--- src/rtl/plot_pkg.sv ---
// rtl/plot_pkg.sv - shared screen geometry, pixel type and address helpers for the plot sink
package plot_pkg;

  localparam int SCREEN_W = 160;
  localparam int SCREEN_H = 120;
  localparam int ADDR_W   = 15;
  localparam int COLOR_W  = 3;

  typedef struct packed {
    logic [7:0]         x;
    logic [6:0]         y;
    logic [COLOR_W-1:0] color;
  } pixel_t;

  // Linear framebuffer address y*160 + x built from shifts; wraps at 15 bits.
  function automatic logic [ADDR_W-1:0] pixel_addr(input pixel_t p);
    logic [ADDR_W-1:0] w_y;
    logic [ADDR_W-1:0] w_x;
    w_y = {{(ADDR_W-7){1'b0}}, p.y};
    w_x = {{(ADDR_W-8){1'b0}}, p.x};
    return (w_y << 7) + (w_y << 5) + w_x;
  endfunction

  // True when the pixel lies on the visible 160x120 screen.
  function automatic logic pixel_in_range(input pixel_t p);
    return (p.x < 8'(SCREEN_W)) && (p.y < 7'(SCREEN_H));
  endfunction

endpackage

--- src/rtl/plot_fifo.sv ---
// rtl/plot_fifo.sv - DEPTH-entry synchronous FIFO of pixel_t with occupancy count
module plot_fifo
  import plot_pkg::*;
#(
  parameter int DEPTH = 4
) (
  input  logic                       clk,
  input  logic                       reset,
  input  logic                       i_push,
  input  pixel_t                     i_data,
  input  logic                       i_pop,
  output pixel_t                     o_data,
  output logic [$clog2(DEPTH):0]     o_count,
  output logic                       o_full,
  output logic                       o_empty
);

  localparam int PTR_W = $clog2(DEPTH);
  localparam int CNT_W = PTR_W + 1;

  pixel_t            r_mem [DEPTH];
  logic [PTR_W-1:0]  r_wr_ptr;
  logic [PTR_W-1:0]  r_rd_ptr;
  logic [CNT_W-1:0]  r_count;

  // Storage write and write pointer; pointer wraps naturally since DEPTH is a power of two.
  always_ff @(posedge clk or posedge reset) begin
    if (reset) begin
      for (int i = 0; i < DEPTH; i++) r_mem[i] <= '0;
      r_wr_ptr <= '0;
    end else if (i_push) begin
      r_mem[r_wr_ptr] <= i_data;
      r_wr_ptr        <= r_wr_ptr + PTR_W'(1);
    end
  end

  // Read pointer advances on every pop.
  always_ff @(posedge clk or posedge reset) begin
    if (reset) r_rd_ptr <= '0;
    else if (i_pop) r_rd_ptr <= r_rd_ptr + PTR_W'(1);
  end

  // Occupancy: simultaneous push and pop leave the count unchanged.
  always_ff @(posedge clk or posedge reset) begin
    if (reset) begin
      r_count <= '0;
    end else begin
      case ({i_push, i_pop})
        2'b10:   r_count <= r_count + CNT_W'(1);
        2'b01:   r_count <= r_count - CNT_W'(1);
        default: r_count <= r_count;
      endcase
    end
  end

  assign o_data  = r_mem[r_rd_ptr];
  assign o_count = r_count;
  assign o_full  = (r_count == CNT_W'(DEPTH));
  assign o_empty = (r_count == '0);

endmodule

--- src/rtl/pixel_plot_sink.sv ---
// rtl/pixel_plot_sink.sv - buffers plot requests and issues framebuffer writes; PLOT_CLIP_EN enables off-screen discard
module pixel_plot_sink
  import plot_pkg::*;
#(
  parameter int DEPTH = 4
) (
  input  logic               clk,
  input  logic               reset,
  input  logic               plotIn,
  input  logic [7:0]         xIn,
  input  logic [6:0]         yIn,
  input  logic [COLOR_W-1:0] colorIn,
  output logic               readyOut,
  output logic               memWrEn,
  output logic [ADDR_W-1:0]  memAddr,
  output logic [COLOR_W-1:0] memData,
  input  logic               memReady,
  output logic               idleOut,
  output logic [7:0]         clipCount
);

  localparam int CNT_W = $clog2(DEPTH) + 1;

  pixel_t              w_in_pix;
  pixel_t              w_out_pix;
  logic                w_push;
  logic                w_pop;
  logic                w_full;
  logic                w_empty;
  logic                w_commit;
  logic                w_keep;
  logic [CNT_W-1:0]    w_count;

  logic                r_wr_en;
  logic [ADDR_W-1:0]   r_addr;
  logic [COLOR_W-1:0]  r_data;

  assign w_in_pix = '{x: xIn, y: yIn, color: colorIn};

  // readyOut comes only from the FIFO count, never from memReady.
  assign readyOut = !w_full;
  assign w_push   = plotIn && readyOut;
  assign w_commit = r_wr_en && memReady;
  assign w_pop    = !w_empty && (!r_wr_en || memReady);

  plot_fifo #(
    .DEPTH(DEPTH)
  ) u_fifo (
    .clk    (clk),
    .reset  (reset),
    .i_push (w_push),
    .i_data (w_in_pix),
    .i_pop  (w_pop),
    .o_data (w_out_pix),
    .o_count(w_count),
    .o_full (w_full),
    .o_empty(w_empty)
  );

`ifdef PLOT_CLIP_EN
  logic [7:0] r_clip_count;

  assign w_keep = pixel_in_range(w_out_pix);

  // Count discarded off-screen pixels, saturating at 255.
  always_ff @(posedge clk or posedge reset) begin
    if (reset) r_clip_count <= '0;
    else if (w_pop && !w_keep && (r_clip_count != 8'hFF)) r_clip_count <= r_clip_count + 8'd1;
  end

  assign clipCount = r_clip_count;
`else
  assign w_keep    = 1'b1;
  assign clipCount = '0;
`endif

  // Output stage: load on a kept pop, hold while stalled, clear when a commit has nothing behind it.
  always_ff @(posedge clk or posedge reset) begin
    if (reset) begin
      r_wr_en <= 1'b0;
      r_addr  <= '0;
      r_data  <= '0;
    end else if (w_pop && w_keep) begin
      r_wr_en <= 1'b1;
      r_addr  <= pixel_addr(w_out_pix);
      r_data  <= w_out_pix.color;
    end else if (w_commit) begin
      r_wr_en <= 1'b0;
    end
  end

  assign memWrEn = r_wr_en;
  assign memAddr = r_addr;
  assign memData = r_data;
  assign idleOut = (w_count == '0) && !r_wr_en;

endmodule
--- config.mk ---
export PLATFORM = sky130hd
export DESIGN_NAME = pixel_plot_sink
export DESIGN_NICKNAME = d
export VERILOG_FILES = /design/src/rtl/plot_pkg.sv /design/src/rtl/plot_fifo.sv /design/src/rtl/pixel_plot_sink.sv
export SDC_FILE = /design/constraint.sdc
export NUM_CORES = 1
export LEC_CHECK = 0
export CAP_MARGIN = 20
export CORE_MARGIN = 3
export CORE_UTILIZATION = 35
export DETAILED_ROUTE_END_ITERATION = 10
export PLACE_DENSITY = 0.6
export SYNTH_ARGS = -nofsm -noshare
export SYNTH_HDL_FRONTEND = slang
export SYNTH_HIERARCHICAL = 1
export SYNTH_SLANG_ARGS = --single-unit
--- constraint.sdc ---
create_clock -name clk -period 7 [get_ports clk]
set_input_delay 1.05 -clock clk [delete_from_list [all_inputs] [get_ports clk]]
set_output_delay 1.05 -clock clk [all_outputs]
set_load 0.005 [all_outputs]
# After elaboration in Yosys (flattened, before gate mapping)
# Cells that the tools add are included.
[word_totals]
regBits = 98
inputBits = 22
elab_cells = 53
[classes]
add_sub_neg = 6
order_cmp = 3
eq_ne = 3
mux = 9
bitwise_logic = 2
n_reduce_logical = 12
[ops]
columns = ["op", "n"]
rows = [
  ["bitwise mux 72 bit", 1],
  ["2-to-1 mux 18 bit", 3],
  ["binary-select mux 18 bit (select 2 bit)", 1],
  ["demux 18 bit (select 2 bit)", 1],
  ["adder 14 x 12 -> 15 bit", 1],
  ["adder 15 x 8 -> 15 bit", 1],
  ["greater-or-equal comparator 3 bit (second input constant)", 2],
  ["NOT 2 -> 3 bit", 2],
  ["one-hot mux 3 bit (2 select lines)", 1],
  ["logical AND 1 bit", 5],
  ["adder 2 x 1 -> 2 bit (second input constant)", 2],
  ["nonzero test 2 bit", 2],
  ["adder 3 x 1 -> 3 bit (second input constant)", 1],
  ["equality test 3 bit (second input constant)", 1],
  ["logical NOT 1 bit", 3],
  ["logical NOT 3 bit", 1],
  ["< comparator 3 x 1 -> 1 bit (second input constant)", 1],
  ["subtractor 3 x 1 -> 3 bit (second input constant)", 1],
  ["equality test 2 x 1 -> 1 bit (second input constant)", 1],
  ["equality test 2 bit (second input constant)", 1],
  ["2-to-1 mux 1 bit", 2],
  ["logical OR 1 bit", 1],
]

# Logic depth before layout (Yosys ltp)
# Gate-level depths: netlist of run 1.
[logic_depth]
word_depth = 6
mapped_depth = 11
mapped_depth_nobuf = 10

# By module
# Netlist of run 1, hierarchy kept.
[by_module_without_submodules]
columns = ["module", "instances", "cells_each", "area_each_um2", "seq_area_each_um2"]
rows = [
  ["plot_fifo", 1, 208, 3738.6, 1976.9],
  ["pixel_plot_sink", 1, 132, 1226.2, 475.5],
]

# Worst setup path before layout of run 1
# No wires, ideal clock.
[synth_path]
path_kind = "reg2reg"
start = "register u_fifo.r_rd_ptr[1]"
end = "register r_addr[12], in the netlist memAddr[12]"
setup_ps = 120
t_arrival_ps = 2796
required_time_ps = 6880
setup_slack_ps = 4085
stages_incl_launch_ff = 12
period_less_slack_ps = 2915
cell_sequence = "dfrtp_1 > buf_4 > buf_2 > mux4_2 > inv_1 > fa_1 > inv_1 > fa_1 > a211oi_2 > o21bai_1 > a211o_1 > a31o_1"
[synth_rtl]
columns = ["item", "line", "rtl"]
rows = [
  ["from (decl)", "plot_fifo.sv:23", "logic [PTR_W-1:0] r_rd_ptr;"],
  ["from (signal assigned)", "plot_fifo.sv:40", "else if (i_pop) r_rd_ptr <= r_rd_ptr + PTR_W'(1);"],
  ["to (signal assigned)", "pixel_plot_sink.sv:85", "r_addr <= pixel_addr(w_out_pix);"],
  ["to (decl)", "pixel_plot_sink.sv:35", "logic [ADDR_W-1:0] r_addr;"],
]

==> results of run 1 <==
-- layer usage --
metal  vias up  global-route usage  wire [µm]
li1       1268                   -          -
met3        16             0.02004        248
met4         0             0.05740        244
met2        45              0.1990       4406
met5         -                   0          0
met1      1396              0.1792       4606
-- kinds of logic after synthesis --
group	count (synthesis)	synth area share
AND/OR/NAND/NOR	59	0.06528
XOR/XNOR	10	0.01764
multiplexers	91	0.2772
other	1	0.0007553
AO/OA/AOI/OAI	24	0.03377
buffers and inverters	36	0.05393
flip-flops	98	0.4940
adder cells (fa/ha/maj)	21	0.05746
-- metrics by stage --
step	instances	util	hold slack [ps]	cell area (µm²)	setup WS, ps
final	564	0.4245	473.6	5756	3600
after global routing	564	0.4245	506.4	5756	3456
after CTS	563	0.4225	482.7	5728	3583
after detailed placement	547	0.4016	467.1	5445	3272
after global placement	547	0.4016	469.7	5445	3312
after floorplan	347	-	466.7	4991	3927
-- state kept, by name, summed over array words and instances (netlist names) --
signal / cells
memAddr: 15
memData: 3
memWrEn: 1
u_fifo/o_count: 3
u_fifo/r_mem: 72
u_fifo/r_rd_ptr: 2
u_fifo/r_wr_ptr: 2
-- cell usage in the layout, fill, tap and decap left out, types with 2 or more instances in the layout --
cell                               n
sky130_fd_sc_hd__clkdlybuf4s50_1  42
sky130_fd_sc_hd__fa_1              3
sky130_fd_sc_hd__o21ai_0           6
sky130_fd_sc_hd__ha_1             18
sky130_fd_sc_hd__nand2_1          39
sky130_fd_sc_hd__clkbuf_16         9
sky130_fd_sc_hd__xor2_1            6
sky130_fd_sc_hd__inv_2             2
sky130_fd_sc_hd__conb_1            8
sky130_fd_sc_hd__o21ai_1           2
sky130_fd_sc_hd__nor2_1            4
sky130_fd_sc_hd__xnor2_1           4
sky130_fd_sc_hd__dfrtp_1          98
sky130_fd_sc_hd__a211oi_2          2
sky130_fd_sc_hd__inv_1            13
sky130_fd_sc_hd__clkbuf_8          2
sky130_fd_sc_hd__nand2_8           4
sky130_fd_sc_hd__mux2_2           32
sky130_fd_sc_hd__nor3_1            2
sky130_fd_sc_hd__a21oi_1           3
sky130_fd_sc_hd__mux2_4           40
sky130_fd_sc_hd__a21o_1            2
sky130_fd_sc_hd__mux4_2           18
sky130_fd_sc_hd__clkbuf_1          2
sky130_fd_sc_hd__buf_4             3
-- cells in the mapped netlist (2+ instances only) --
master / count / area [µm²]
sky130_fd_sc_hd__buf_2: 3 / 15.01
sky130_fd_sc_hd__buf_12: 4 / 80.08
sky130_fd_sc_hd__nor3_1: 2 / 10.01
sky130_fd_sc_hd__o21ai_0: 6 / 30.03
sky130_fd_sc_hd__dfrtp_1: 98 / 2452
sky130_fd_sc_hd__inv_1: 14 / 52.55
sky130_fd_sc_hd__a21oi_1: 3 / 15.01
sky130_fd_sc_hd__mux4_2: 18 / 405.4
sky130_fd_sc_hd__mux2_2: 32 / 360.4
sky130_fd_sc_hd__xnor2_1: 4 / 35.03
sky130_fd_sc_hd__mux2_4: 40 / 600.6
sky130_fd_sc_hd__ha_1: 18 / 225.2
sky130_fd_sc_hd__a21o_1: 2 / 15.01
sky130_fd_sc_hd__nand2_1: 39 / 146.4
sky130_fd_sc_hd__fa_1: 3 / 60.06
sky130_fd_sc_hd__nor2_1: 4 / 15.01
sky130_fd_sc_hd__o21ai_1: 2 / 10.01
sky130_fd_sc_hd__buf_6: 3 / 33.78
sky130_fd_sc_hd__xor2_1: 6 / 52.55
sky130_fd_sc_hd__buf_4: 11 / 82.58
sky130_fd_sc_hd__a211oi_2: 2 / 25.02
sky130_fd_sc_hd__nand2_8: 4 / 80.08
-- path summary, 6_finish.rpt --
kind	start	endpoint	depth (start not counted)
max in group asynchronous	reset	memAddr[9]	2
hold / removal	memAddr[5]	memAddr[5]	2
min in group asynchronous	reset	u_fifo/r_mem[25]	3
setup / recovery	u_fifo/r_rd_ptr[0]	memAddr[12]	9
hold reg to reg	memAddr[5]	memAddr[5]	2
setup reg to reg	u_fifo/r_rd_ptr[0]	memAddr[12]	9
-- cell type report --
| class | instances | area [µm²] |
|---|---|---|
| inverter | 15 | 56.30 |
| timing repair buffer | 46 | 470.5 |
| tap | 176 | 220.2 |
| fill | 1283 | 7802 |
| clock inverter | 3 | 22.52 |
| multi-input combinational | 213 | 2273 |
| sequential | 98 | 2452 |
| clock buffer | 13 | 260.3 |
-- worst reg2reg max path, stage by stage, from the launching register on --
cell and delay, ps:
sky130_fd_sc_hd__dfrtp_1 540, sky130_fd_sc_hd__buf_4 360, sky130_fd_sc_hd__mux4_2 580, sky130_fd_sc_hd__ha_1 310, sky130_fd_sc_hd__ha_1 250, sky130_fd_sc_hd__fa_1 450, sky130_fd_sc_hd__a211oi_2 200, sky130_fd_sc_hd__o21bai_1 110
sky130_fd_sc_hd__a211o_1 290, sky130_fd_sc_hd__a31o_1 200
-- power by group --
group          total [µW]  switching [µW]  internal [µW]
clock network         472             209            262
registers            1040             175            866
logic                1770             791            977
total                3280            1180           2100
==> flow_summary.ini, run 1 <==
[setup_path]
cp-start-kind = flop
worst-setup-path-type = reg -> reg
critical_path.top_delay_family = adder cells
cpPeakStageDelay_ps = 580
worstPathMaxFanout = 14
worst_ep_arrival_time_ps = 3630
worstPathCellList = buf_4, mux4_2, ha_1, ha_1, fa_1, a211oi_2, o21bai_1, a211o_1, a31o_1
crit_path_frequent_cell = sky130_fd_sc_hd__ha_1
reg2reg_setup_slack_ps = 3600
critical_path.n_buffers_inverters = 1
crit_path_top_delay_cell = sky130_fd_sc_hd__mux4_2
worst_ep_required_time_ps = 7230
endpoint_kind = flop

[place]
gp_congestion = 0.7262
dp_hpwl_um = 6254
placement.io_buffers = 42

[routing]
wirelength_um = 9505
vias = 2725
drcViolationCount = 0
detail_route.wl_per_cell_um = 16.85
first_pass_iters = 4
ant_nets = 0
avgViaCountPerCell = 4.832
detailedRoute.firstIterationViolations = 100

[floorplan]
core_area_um2 = 13560
dieWidth_um = 125.1
row_count = 42
i_o_pin_total = 51
fp.dieArea_um2 = 15650
initial_utilization = 0.3662
die_height_um = 125.1

[logic_synthesis]
synth-seq-cells = 98
number_of_unique_standard_cell_types_used_by_synthesis = 44
synthArstFlopShare = 1.000
ys_seq_area_frac = 0.4940
count_of_flip_flops_with_a_built_in_enable_after_synthesis = 0
netlist_instances = 340
synth_ff_type = sky130_fd_sc_hd__dfrtp_1
netlist_area_um2 = 4965
synth-warning-count = 6
post_synth.cell_area_avg_um2 = 14.60

[timing]
timing_worst_slew_pin_value_ps = 936.5
max_freq_ghz = 0.2942
min_period_over_period = 0.4857
min_period_ps = 3400
finalSetupViolCount = 0
finalClockSkew_ps = 8.085
final_hold_viol_count = 0
pins_over_slew_limit = 0
setup_repair_after_global_routing_missed_its_margin = false
slew_headroom = 0.3728
fin_setup_tns_ps = 0

[cells_and_area]
area_delta_synth_final_pct = 15.93
diodes = 0
final_layout_size_suffix_gt1_frac = 0.3067
nets = 426

[clock_network]
post_cts.resized_instances = 0
cts.path.max_buffers = 2
clk_pin_slew_ps = 70
cts_buffers = 9
clock_tree.root_cell = sky130_fd_sc_hd__clkbuf_16
tritoncts = built
worst_skew_pair.late_latency_ps = 340
cts-htree-levels = 3
cts_hold_buffers = 0
total_number_of_clock_tree_sinks = 98
postCtsSetupBuffers = 0

[pwr]
maximum_resistive_drop_on_vdd_mv = 0.2221
pwr_density_cell_nw_per_um2 = 569.9
total_leakage_power_uw = 0.002657
p_total_uw = 3280

[grt]
antenna_found_initial = 0
grt_start_max_net_pins = 80
globalRoute.totalOverflow = 0
grt_pass1_vias = 2945
grt_first_pass_wirelength_um = 15860
grt_usage = 0.1285

[run_status]
outcome = completed

[run]
drv_cap = 0

[hold_path]
hp-class = reg -> reg
No activity file was read; power rests on OpenSTA's default activity.
==> run 2, diff against run 1 <==
clock period = 3.4 ns   (was 7 ns; I/O delays follow)
==> flow_summary.ini, run 2 (synthesized netlist as in run 1, its figures left out) <==
[grt]
grt_pass1_vias = 2992
grt_usage = 0.1305
globalRoute.totalOverflow = 0
grt_first_pass_wirelength_um = 16160
antenna_found_initial = 0
grt_start_max_net_pins = 80

[cells_and_area]
mostFrequentLayoutCell = sky130_fd_sc_hd__dfrtp_1
final_layout_size_suffix_gt1_frac = 0.3163
diodes = 0
largest_reg_flops = 72
nets = 430
multiInputGateArea_um2 = 2273
fillers = 1250
design_area_um2 = 5792
layout.cells.most_common_list = sky130_fd_sc_hd__dfrtp_1, sky130_fd_sc_hd__clkdlybuf4s50_1, sky130_fd_sc_hd__mux2_4
most_flops_register = u_fifo/r_mem
seq_area_um2 = 2452
area_delta_synth_final_pct = 16.66

[clock_network]
postCtsSetupBuffers = 0
clock_tree.root_cell = sky130_fd_sc_hd__clkbuf_16
clk_pin_slew_ps = 70
post_cts.resized_instances = 0
tritoncts = built
cts_buffers = 9
cts.path.max_buffers = 2
total_number_of_clock_tree_sinks = 98
worst_skew_pair.late_latency_ps = 340
cts_hold_buffers = 0
cts-htree-levels = 3

[timing]
min_period_over_period = 0.9359
max_freq_ghz = 0.3143
slew_headroom = 0.4217
final_hold_viol_count = 0
setup_repair_after_global_routing_missed_its_margin = false
fin_setup_tns_ps = 0
pins_over_slew_limit = 0
finalClockSkew_ps = 3.230
finalSetupViolCount = 0
min_period_ps = 3182
timing_worst_slew_pin_value_ps = 866.5
final_worst_setup_slack_ps = 218.1

[setup_path]
cp-start-kind = flop
worst_ep_arrival_time_ps = 3410
critical_path.top_delay_family = adder cells
critical_path.n_buffers_inverters = 1
worst_ep_required_time_ps = 3630
worstPathMaxFanout = 8
crit_path_frequent_cell = sky130_fd_sc_hd__ha_1
worst-setup-path-type = reg -> reg
cpPeakStageDelay_ps = 560
crit_path_top_delay_cell = sky130_fd_sc_hd__dfrtp_1
endpoint_kind = flop
worstPathCellList = buf_4, mux4_2, ha_1, ha_1, fa_1, a211oi_2, o21bai_1, a211o_1, a31o_1

[routing]
drcViolationCount = 0
wirelength_um = 9691
detailedRoute.firstIterationViolations = 103
avgViaCountPerCell = 4.785
first_pass_iters = 4
vias = 2718
ant_nets = 0
detail_route.wl_per_cell_um = 17.06

[hold_path]
hp-class = reg -> reg

[place]
dp_hpwl_um = 6430
dpl_cell_area_um2 = 5495
gp_congestion = 0.8063
placement.io_buffers = 42
pre_cts_slack_ps = 198.2

[floorplan]
fp.dieArea_um2 = 15650
core_area_um2 = 13560
dieWidth_um = 125.1
die_height_um = 125.1
row_count = 42
initial_utilization = 0.3662
i_o_pin_total = 51

[run]
drv_cap = 0

[pwr]
maximum_resistive_drop_on_vdd_mv = 0.4569
pwr_density_cell_nw_per_um2 = 1188
total_leakage_power_uw = 0.002672

[run_status]
outcome = completed
-- run 2: per-layer routing --
metal  GRT usage  share of wire
met2      0.2018           0.46
met4     0.03253         0.0090
met3     0.03454          0.030
met5           0              0
met1      0.1844           0.50
-- run 2: through the flow --
stage	utilization	power (µW)	instances	hold slack [ps]
finish	0.4272	6880	568	476.9
global route	0.4272	7443	568	515.8
CTS	0.4272	6962	568	486.6
detailed placement	0.4053	5892	552	461.3
global placement	0.4053	5783	552	460.5
floorplan	-	5013	347	461.1
-- run 2: area by class of cell --
type / instances / share of cell area
Multi-Input combinational cell: 213 / 0.3925
Tap cell: 176 / 0.03802
Sequential cell: 98 / 0.4234
Clock inverter: 6 / 0.01167
Clock buffer: 10 / 0.03953
Timing Repair Buffer: 50 / 0.08512
Inverter: 15 / 0.009721
-- run 2: worst paths after layout --
| path | from | endpoint | slack, ps | cells past startpoint |
|---|---|---|---|---|
| worst max-delay path | u_fifo/r_rd_ptr[0] | memAddr[12] | 220 | 9 |
| worst min-delay path | memAddr[5] | memAddr[5] | 480 | 2 |
| worst max register to register | u_fifo/r_rd_ptr[0] | memAddr[12] | 220 | 9 |
| worst min register to register | memAddr[5] | memAddr[5] | 480 | 2 |
| max in group asynchronous | reset | memData[0] | 2150 | 2 |
| min in group asynchronous | reset | u_fifo/r_mem[64] | 610 | 3 |
-- run 2: power by group --
part           leakage [µW]  switching (µW)  internal, µW
logic               0.00137            1670          2050
clock network      0.000139             450           572
registers           0.00117             354          1780
-- run 2: worst min-delay path, delay by kind of cell, from the launching register on --
| kind | cells | cell delay (ps) |
|---|---|---|
| and+or+nand+nor | 2 | 100 |
| DFF | 1 | 350 |
